`config.mk`:
```
export PLATFORM = sky130hd
export DESIGN_NAME = controller
export DESIGN_NICKNAME = d
export VERILOG_FILES = /design/src/rtl/controller_pkg.sv /design/src/rtl/controller_branch_resolve.sv /design/src/rtl/controller.sv
export SDC_FILE = /design/constraint.sdc
export NUM_CORES = 1
export LEC_CHECK = 0
export BUFFER_PORTS_ARGS = -buffer_cell sky130_fd_sc_hd__buf_2
export CORE_MARGIN = 2
export CORE_UTILIZATION = 34
export CTS_BUF_LIST = sky130_fd_sc_hd__clkbuf_8
export DETAILED_ROUTE_END_ITERATION = 12
export MAX_ROUTING_LAYER = met4
export PLACE_DENSITY = 0.88
export SLEW_MARGIN = 40
export SYNTH_ARGS = -nofsm -noshare
export SYNTH_HDL_FRONTEND = slang
export SYNTH_SLANG_ARGS = --single-unit
```
`constraint.sdc`:
```
create_clock -name clk -period 1.1 [get_ports clk]
set_clock_uncertainty 0.05 [all_clocks]
set_input_delay 0.11 -clock clk [delete_from_list [all_inputs] [get_ports clk]]
set_output_delay 0.11 -clock clk [all_outputs]
set_load 0.01 [all_outputs]
```
`src/rtl/controller_pkg.sv`:
```
// Shared decode constants for the RV32I controller: mux selects, ALU ops,
// load/store encodings, opcodes and the funct3 -> ALU op mapping.
package ctrl_pkg;

  localparam int IMM_TYPE_WIDTH = 3;
  localparam int ALUOP_WIDTH    = 4;

  localparam logic PC_PLUS_4 = 1'b0;
  localparam logic PC_ALU    = 1'b1;
  localparam logic A_REG     = 1'b0;
  localparam logic A_PC      = 1'b1;
  localparam logic B_REG     = 1'b0;
  localparam logic B_IMM     = 1'b1;

  localparam logic [IMM_TYPE_WIDTH-1:0] IMM_I = 3'd0;
  localparam logic [IMM_TYPE_WIDTH-1:0] IMM_S = 3'd1;
  localparam logic [IMM_TYPE_WIDTH-1:0] IMM_B = 3'd2;
  localparam logic [IMM_TYPE_WIDTH-1:0] IMM_U = 3'd3;
  localparam logic [IMM_TYPE_WIDTH-1:0] IMM_J = 3'd4;

  localparam logic [ALUOP_WIDTH-1:0] ALU_ADD  = 4'd0;
  localparam logic [ALUOP_WIDTH-1:0] ALU_SUB  = 4'd1;
  localparam logic [ALUOP_WIDTH-1:0] ALU_SLL  = 4'd2;
  localparam logic [ALUOP_WIDTH-1:0] ALU_SLT  = 4'd3;
  localparam logic [ALUOP_WIDTH-1:0] ALU_SLTU = 4'd4;
  localparam logic [ALUOP_WIDTH-1:0] ALU_XOR  = 4'd5;
  localparam logic [ALUOP_WIDTH-1:0] ALU_SRL  = 4'd6;
  localparam logic [ALUOP_WIDTH-1:0] ALU_SRA  = 4'd7;
  localparam logic [ALUOP_WIDTH-1:0] ALU_OR   = 4'd8;
  localparam logic [ALUOP_WIDTH-1:0] ALU_AND  = 4'd9;
  localparam logic [ALUOP_WIDTH-1:0] ALU_B    = 4'd10;

  localparam logic [1:0] WB_MEM = 2'd0;
  localparam logic [1:0] WB_ALU = 2'd1;
  localparam logic [1:0] WB_PC  = 2'd2;

  localparam logic [2:0] LD_BYTE  = 3'b000;
  localparam logic [2:0] LD_HALF  = 3'b001;
  localparam logic [2:0] LD_WORD  = 3'b010;
  localparam logic [2:0] LD_BYTEU = 3'b100;
  localparam logic [2:0] LD_HALFU = 3'b101;

  localparam logic [3:0] STR_BYTE = 4'b0001;
  localparam logic [3:0] STR_HALF = 4'b0011;
  localparam logic [3:0] STR_WORD = 4'b1111;

  localparam logic [6:0] OPC_LUI    = 7'b0110111;
  localparam logic [6:0] OPC_AUIPC  = 7'b0010111;
  localparam logic [6:0] OPC_JAL    = 7'b1101111;
  localparam logic [6:0] OPC_JALR   = 7'b1100111;
  localparam logic [6:0] OPC_BRANCH = 7'b1100011;
  localparam logic [6:0] OPC_LOAD   = 7'b0000011;
  localparam logic [6:0] OPC_STORE  = 7'b0100011;
  localparam logic [6:0] OPC_OP     = 7'b0110011;
  localparam logic [6:0] OPC_OPIMM  = 7'b0010011;
  localparam logic [6:0] OPC_FENCE  = 7'b0001111;
  localparam logic [6:0] OPC_SYSTEM = 7'b1110011;

  // alt is funct7[5] already qualified by the caller (OP-IMM only passes it for shifts)
  function automatic logic [ALUOP_WIDTH-1:0] alu_from_funct3(input logic [2:0] f3, input logic alt);
    case (f3)
      3'b000:  return alt ? ALU_SUB : ALU_ADD;
      3'b001:  return ALU_SLL;
      3'b010:  return ALU_SLT;
      3'b011:  return ALU_SLTU;
      3'b100:  return ALU_XOR;
      3'b101:  return alt ? ALU_SRA : ALU_SRL;
      3'b110:  return ALU_OR;
      default: return ALU_AND;
    endcase
  endfunction

endpackage

```
`src/rtl/controller_branch_resolve.sv`:
```
// Branch resolution: funct3 plus comparator flags -> taken, and compare signedness.
module branch_resolve (
  input  logic [2:0] funct3,
  input  logic       br_eq,
  input  logic       br_lt,
  output logic       taken,
  output logic       br_un
);

  assign br_un = funct3[1];

  always_comb begin
    taken = 1'b0;
    case (funct3)
      3'b000:         taken = br_eq;
      3'b001:         taken = ~br_eq;
      3'b100, 3'b110: taken = br_lt;
      3'b101, 3'b111: taken = ~br_lt;
      default:        taken = 1'b0;
    endcase
  end

endmodule

```
`src/rtl/controller.sv`:
```
// Single-cycle RV32I decode/control unit with a registered illegal-opcode flag.
// Build option: CTRL_ILLEGAL_STICKY_EN makes `illegal` hold until reset.
module controller
  import ctrl_pkg::*;
#(
  parameter int DWIDTH = 32
) (
  input  logic                      clk,
  input  logic                      rst,
  input  logic [DWIDTH-1:0]         instr,
  input  logic                      br_eq,
  input  logic                      br_lt,
  output logic                      pc_sel,
  output logic [IMM_TYPE_WIDTH-1:0] imm_sel,
  output logic                      rf_we,
  output logic                      br_un,
  output logic                      a_sel,
  output logic                      b_sel,
  output logic [ALUOP_WIDTH-1:0]    alu_sel,
  output logic [DWIDTH/8-1:0]       dmem_wbe,
  output logic [2:0]                ld_sel,
  output logic [1:0]                wb_sel,
  output logic                      illegal
);

  localparam int WBE_W = DWIDTH / 8;

  logic [6:0]       opcode;
  logic [2:0]       funct3;
  logic             funct7_5;
  logic             br_taken;
  logic             br_unsigned;
  logic             pc_sel_dec;
  logic             rf_we_dec;
  logic [WBE_W-1:0] wbe_dec;
  logic             illegal_event;
  logic             unused_instr;

  assign opcode       = instr[6:0];
  assign funct3       = instr[14:12];
  assign funct7_5     = instr[30];
  assign unused_instr = ^instr;

  branch_resolve u_branch_resolve (
    .funct3 (funct3),
    .br_eq  (br_eq),
    .br_lt  (br_lt),
    .taken  (br_taken),
    .br_un  (br_unsigned)
  );

  always_comb begin
    pc_sel_dec    = PC_PLUS_4;
    rf_we_dec     = 1'b0;
    wbe_dec       = '0;
    a_sel         = A_REG;
    b_sel         = B_IMM;
    alu_sel       = ALU_ADD;
    imm_sel       = IMM_I;
    wb_sel        = WB_ALU;
    br_un         = 1'b0;
    ld_sel        = funct3;
    illegal_event = 1'b0;
    case (opcode)
      OPC_LUI: begin
        imm_sel   = IMM_U;
        alu_sel   = ALU_B;
        rf_we_dec = 1'b1;
      end
      OPC_AUIPC: begin
        imm_sel   = IMM_U;
        a_sel     = A_PC;
        rf_we_dec = 1'b1;
      end
      OPC_JAL: begin
        imm_sel    = IMM_J;
        a_sel      = A_PC;
        pc_sel_dec = PC_ALU;
        rf_we_dec  = 1'b1;
        wb_sel     = WB_PC;
      end
      OPC_JALR: begin
        pc_sel_dec = PC_ALU;
        rf_we_dec  = 1'b1;
        wb_sel     = WB_PC;
      end
      OPC_BRANCH: begin
        imm_sel    = IMM_B;
        a_sel      = A_PC;
        br_un      = br_unsigned;
        pc_sel_dec = br_taken ? PC_ALU : PC_PLUS_4;
      end
      OPC_LOAD: begin
        rf_we_dec = 1'b1;
        wb_sel    = WB_MEM;
      end
      OPC_STORE: begin
        imm_sel = IMM_S;
        case (funct3)
          3'b000:  wbe_dec = WBE_W'(STR_BYTE);
          3'b001:  wbe_dec = WBE_W'(STR_HALF);
          3'b010:  wbe_dec = WBE_W'(STR_WORD);
          default: wbe_dec = '0;
        endcase
      end
      OPC_OP: begin
        b_sel     = B_REG;
        alu_sel   = alu_from_funct3(funct3, funct7_5);
        rf_we_dec = 1'b1;
      end
      OPC_OPIMM: begin
        // Only the right shift honours funct7[5]; bit 30 of an ADDI immediate is data.
        alu_sel   = alu_from_funct3(funct3, funct7_5 && (funct3 == 3'b101));
        rf_we_dec = 1'b1;
      end
      OPC_FENCE, OPC_SYSTEM: ;
      default: illegal_event = 1'b1;
    endcase
  end

  // Architectural side effects are suppressed while reset is held.
  assign pc_sel   = rst ? PC_PLUS_4 : pc_sel_dec;
  assign rf_we    = rst ? 1'b0 : rf_we_dec;
  assign dmem_wbe = rst ? '0 : wbe_dec;

  always_ff @(posedge clk or posedge rst) begin
    if (rst) begin
      illegal <= 1'b0;
    end else begin
`ifdef CTRL_ILLEGAL_STICKY_EN
      illegal <= illegal | illegal_event;
`else
      illegal <= illegal_event;
`endif
    end
  end

endmodule

```
After elaboration in Yosys (flattened, before gate mapping)

Index checks and enable logic that the tools add are counted.

Output and inout bits: 22
Bits of input ports: 36
Logic and storage cells: 52
Register bits after elaboration: 1

Mux-type cells: 22
Eq/ne operators: 18
Bitwise gates (word level): 2
Reductions and logical operators: 9

Operators by type and width:

| operator                                                              | number |
|---|---|
| 4-bit one-hot mux with 7 select lines                                 | 2 |
| 7-bit equality test, second input constant                            | 4 |
| 4-bit one-hot mux with 3 select lines                                 | 2 |
| 7-bit by 6-bit equality test with 1-bit output, second input constant | 3 |
| 7-bit by 5-bit equality test with 1-bit output, second input constant | 2 |
| 3-bit equality test, second input constant                            | 4 |
| 1-bit 2-to-1 mux                                                      | 12 |
| 3-bit one-hot mux with 4 select lines                                 | 1 |
| 11-bit OR reduction                                                   | 1 |
| 4-bit 2-to-1 mux                                                      | 2 |
| 2-bit OR reduction                                                    | 4 |
| 7-bit by 2-bit equality test with 1-bit output, second input constant | 1 |
| 7-bit by 4-bit equality test with 1-bit output, second input constant | 1 |
| 7-bit OR reduction                                                    | 1 |
| 3-bit by 2-bit equality test with 1-bit output, second input constant | 2 |
| 1-bit one-hot mux with 4 select lines                                 | 1 |
| 2-bit one-hot mux with 2 select lines                                 | 1 |
| 3-bit by 1-bit equality test with 1-bit output, second input constant | 1 |
| 3-bit zero test                                                       | 1 |
| 3-bit OR reduction                                                    | 1 |
| 1-bit inverter                                                        | 2 |
| 1-bit one-hot mux with 2 select lines                                 | 1 |
| 1-bit logical AND                                                     | 1 |

Longest topological paths before layout

Depth after elaboration: 6
Depth in mapped cells: 6
Gate-level depth less buffers: 4

Hierarchy

From an unflattened synthesis, not the netlist that was laid out.

Cell total of the unflattened synthesis: 68
Area total of the unflattened synthesis: 456.7 µm²

Modules (own cells, without submodules):

| module         | seq. area each (µm²) | area each (µm²) | instances | cells an instance |
|---|---|---|---|---|
| controller     | 25.0                 | 412.9           | 1         | 62 |
| branch_resolve | 0.0                  | 43.8            | 1         | 6 |

Worst setup path after synthesis

Ideal clock, no wire load.

Path kind: input to output
Start: input port instr[2]
End: output port dmem_wbe[3]
Stages on the path: 6
Data arrival time: 1098 ps
Buffers on the path: 2
Data required time: 940 ps
Path slack: -158 ps
Path through: buf_4 -> and2b_1 -> and2b_2 -> nand3_1 -> nor2_1 -> buf_4

Word-level cells in the longest chain between the ends: 3

Ends and longest elaborated chain:

| what                                           | line              | RTL |
|---|---|---|
| start: declaration                             | controller.sv:10  | `input logic [DWIDTH-1:0] instr,` |
| 7-bit by 6-bit equality test with 1-bit output | controller.sv:64  | `case (opcode)` |
| 4-bit 2-to-1 mux                               | controller.sv:64  |  |
| 4-bit 2-to-1 mux                               | controller.sv:124 | `assign dmem_wbe = rst ? '0 : wbe_dec;` |
| end: declaration                               | controller.sv:20  | `output logic [DWIDTH/8-1:0] dmem_wbe,` |

No other way between the ends.

Worst setup path after layout

Start: input port instr[6]
End: output port alu_sel[0]

Word-level cells in the longest chain between the ends: 2
Elaborated cells on any way between the ends: 4
Those cells by class: 3 x eq/ne; 1 x mux

Ends and longest elaborated chain:

| what                                                                                                                    | line             | RTL |
|---|---|---|
| 7-bit by 5-bit equality test with 1-bit output / 7-bit by 6-bit equality test with 1-bit output (equally long branches) | controller.sv:64 |  |
| 4-bit one-hot mux with 3 select lines (*)                                                                               | controller.sv:64 |  |
| end: declaration                                                                                                        | controller.sv:19 | `output logic [ALUOP_WIDTH-1:0] alu_sel,` |

Every way passes the cells marked *; elsewhere a longest branch is shown, timed or not.

==> summary.md <==
| Metric | Value |
|---|---|
| Yosys top cell by area | a21oi_1 |
| Maximum number of pins on one net before global-route repair | 12 |
| VDD IR-drop max | 0.282 mV |
| # DRC | 0 |
| Max Slew Vio Count | 0 |
| Leakage Power | 0.471 nW |
| Crit-path cells | buf_8 -> nor3_4 -> nand2_2 -> nor4b_4 -> buf_2 |
| DRT antenna net count | 0 |
| Largest regs | illegal: 1 flops |
| Syn. warnings | 0 |
| Cell variety after synth | 32 |
| GRT Overall Usage | 0.194 |
| Setup crit start | instr[6] |
| Share of cells above drive strength 1 | 0.678 |
| Sequential share of power | 0.116 |
| Die Area | 1800 sq um |
| Worst Path Max Fanout | 5 |
| Slowest CP cell | nor4b_4 |
| Layout area overhead | 100% |
| Drt wl/cell | 14.0 microns |
| CP endpoint kind | output pin |
| Row count | 13 |
| Synth Area in Compound Gates | 0.197 |
| Nets | 159 |
| Placed instance area | 758 sq um |
| CP bufs+invs | 2 |
| Simple-gate area share of the yosys netlist | 0.474 |
| Initial core utilization | 0.376 |
| Register area share after synthesis | 0.0499 |
| Max reg flops | 1 |
| Max-capacitance violation count | 0 |
| Synth Area in Adders | 0 |
| Fillers | 97 |
| CP Data Required Time | 940 ps |
| Post-synth EDFFs | 0 |
| Top FF cell, synth | dfrtp_1 |
| Slew HR | 0.845 |
| Post-synthesis xor/xnor area fraction | 0.0524 |
| Die Ht | 42.4 microns |
| Crit path time final | 1160 ps |
| Final HPWL DP | 1.22 mm |
| Initial antenna violation count | 0 |
| Internal | 193 uW |
| Hold Crit Class | input pin to flop |
| Sw Ratio | 0.429 |
| Asr flop ratio synth | 1.00 |
| Post-Syn Instances | 77 |
| Slew @ Worst Pin | 233 ps |
| CP delay by family, top | simple AND/OR/NAND/NOR gates |
| Share of synthesized area spent on multiplexers | 0.0224 |
| Congestion Overflow GR | 0 |
| CP max stage delay | 260 ps |
| Core Area | 1330 sq um |
| Crit share post-route | 1.05 |
| Clk slew on worst S/H paths | 0 ps |
| DR vias/cell | 5.42 |
| Hold Path Sink | illegal |
| Via count | 737 |
| First-pass GRT wire length | 2.78 mm |
| Synth area leaders | a21oi_1 11%, buf_4 9.0%, nand2_1 5.2%, dfrtp_1 5.0%, nand2b_1 5.0% |
| #FFs+latches synth | 1 |
| Top-count cell post-synth | a21oi_1 |
| Synth top area share | 0.110 |
| Pre-CTS setup slack | -163 ps |
| Worst path arrival time | 1000 ps |
| Synthesized area per cell | 6.52 sq um |
| Routability cong. | 0.894 |
| Drt first pass iters | 4 |
| Post-route cell area | 1000 sq um |
| Setup ws final | -57.1 ps |
| RSZ-0062 raised after global routing | true |
| Antenna cell count | 0 |
| Total power draw | 337 uW |
| DIE WIDTH | 42.4 microns |
| Worst Setup Start Kind | input pin |
| Failing checks | negative setup slack |
| Count of final setup violators | 7 |
| Net Count, Synth | 113 |
| Hold_sp | instr[0] |
| Outcome | finished with violations |
| Final hold violations | 0 |
| FMAX | 864 MHz |
| Post-Route WL | 1.90 mm |
| Largest family of logic cells by synthesized area | simple AND/OR/NAND/NOR gates |
| Vias in the first global route | 688 |
| DRT iter0 DRCs | 12 |
| WS Path Type | input pin to output pin |
| Largest Register | illegal |
| Hold path cells | 2 |
| Hold slack | 272 ps |
| Power share of the clock group | 0 |
| Combinational Power Share | 0.884 |
| Synth top cells by count | 11 x a21oi_1, 7 x nand2_1, 6 x buf_4, 5 x nor2_1, 5 x nor3_1 |
| PwrDens | 336 nW/um^2 |
| IO Pins | 58 |
| NetSw | 145 uW |
| Post-Synthesis Cell Area | 502 sq um |
| Setup TNS Final | -179 ps |
| # port buffers | 36 |
[area by class of cell]
type / instances / area [sq um] / share of cell area
Timing Repair Buffer: 57 / 447 / 0.445
Inverter: 3 / 11.3 / 0.0112
Sequential cell: 1 / 25.0 / 0.0249
Tap cell: 15 / 18.8 / 0.0187
Multi-Input combinational cell: 60 / 502 / 0.500
[power groups by stage]
stage	combinational, mW	clock (mW)	sequential [mW]
2_1_floorplan	0.138	0	0.0400
3_3_place_gp	0.202	0	0.0391
3_5_place_dp	0.210	0	0.0391
4_1_cts	0.257	0	0.0391
5_1_grt	0.318	0	0.0395
6_report	0.298	0	0.0393
[what timing repair did]
item / 4_1_cts / 5_1_grt
hold buffers: 1 / 0
gates resized for setup: 31 / 18
endpoints found under the hold margin: 1 / 0
buffers inserted: 2 / 2
setup endpoints to repair: 17 / 14
pin swaps: 11 / 6
[per-stage QoR]
| step | utilization | std cells |
|---|---|---|
| floorplan | - | 77 |
| global placement | 0.568 | 131 |
| detailed placement | 0.568 | 131 |
| CTS | 0.678 | 134 |
| global route | 0.752 | 136 |
| finish | 0.752 | 136 |
[metal layers]
metal	track usage	vias to the layer above	part of all wire
met5	-	-	0
met4	0.0500	0	0.012
met3	0.0216	4	0.065
met2	0.391	43	0.56
met1	0.191	336	0.36
li1	-	354	-
[worst max-delay path by stage]
stage,to,cells past startpoint
finish,alu_sel[0],5
floorplan,alu_sel[2],4
CTS,alu_sel[0],5
global placement,alu_sel[0],6
global route,wb_sel[0],5
detailed placement,alu_sel[0],6
[cells in the final DEF (no fill, tap or decap), types with 3 or more instances in the layout]
cell	Yosys	final
nand2_1	7	4
a21oi_2	0	5
buf_2	4	22
buf_8	0	4
buf_6	2	11
nand2b_1	4	3
a21oi_1	11	6
nor2_1	5	4
buf_4	6	17
inv_1	3	3
[cells by family (layout without fill, tap and decap cells)]
logic type / count (synthesis) / count (layout)
AO/OA/AOI/OAI: 18 / 18
XOR/XNOR: 3 / 3
buffers and inverters: 16 / 60
flip-flops: 1 / 1
multiplexers: 1 / 1
AND/OR/NAND/NOR: 38 / 38
Note: power is estimated with default switching activity, not from simulation.
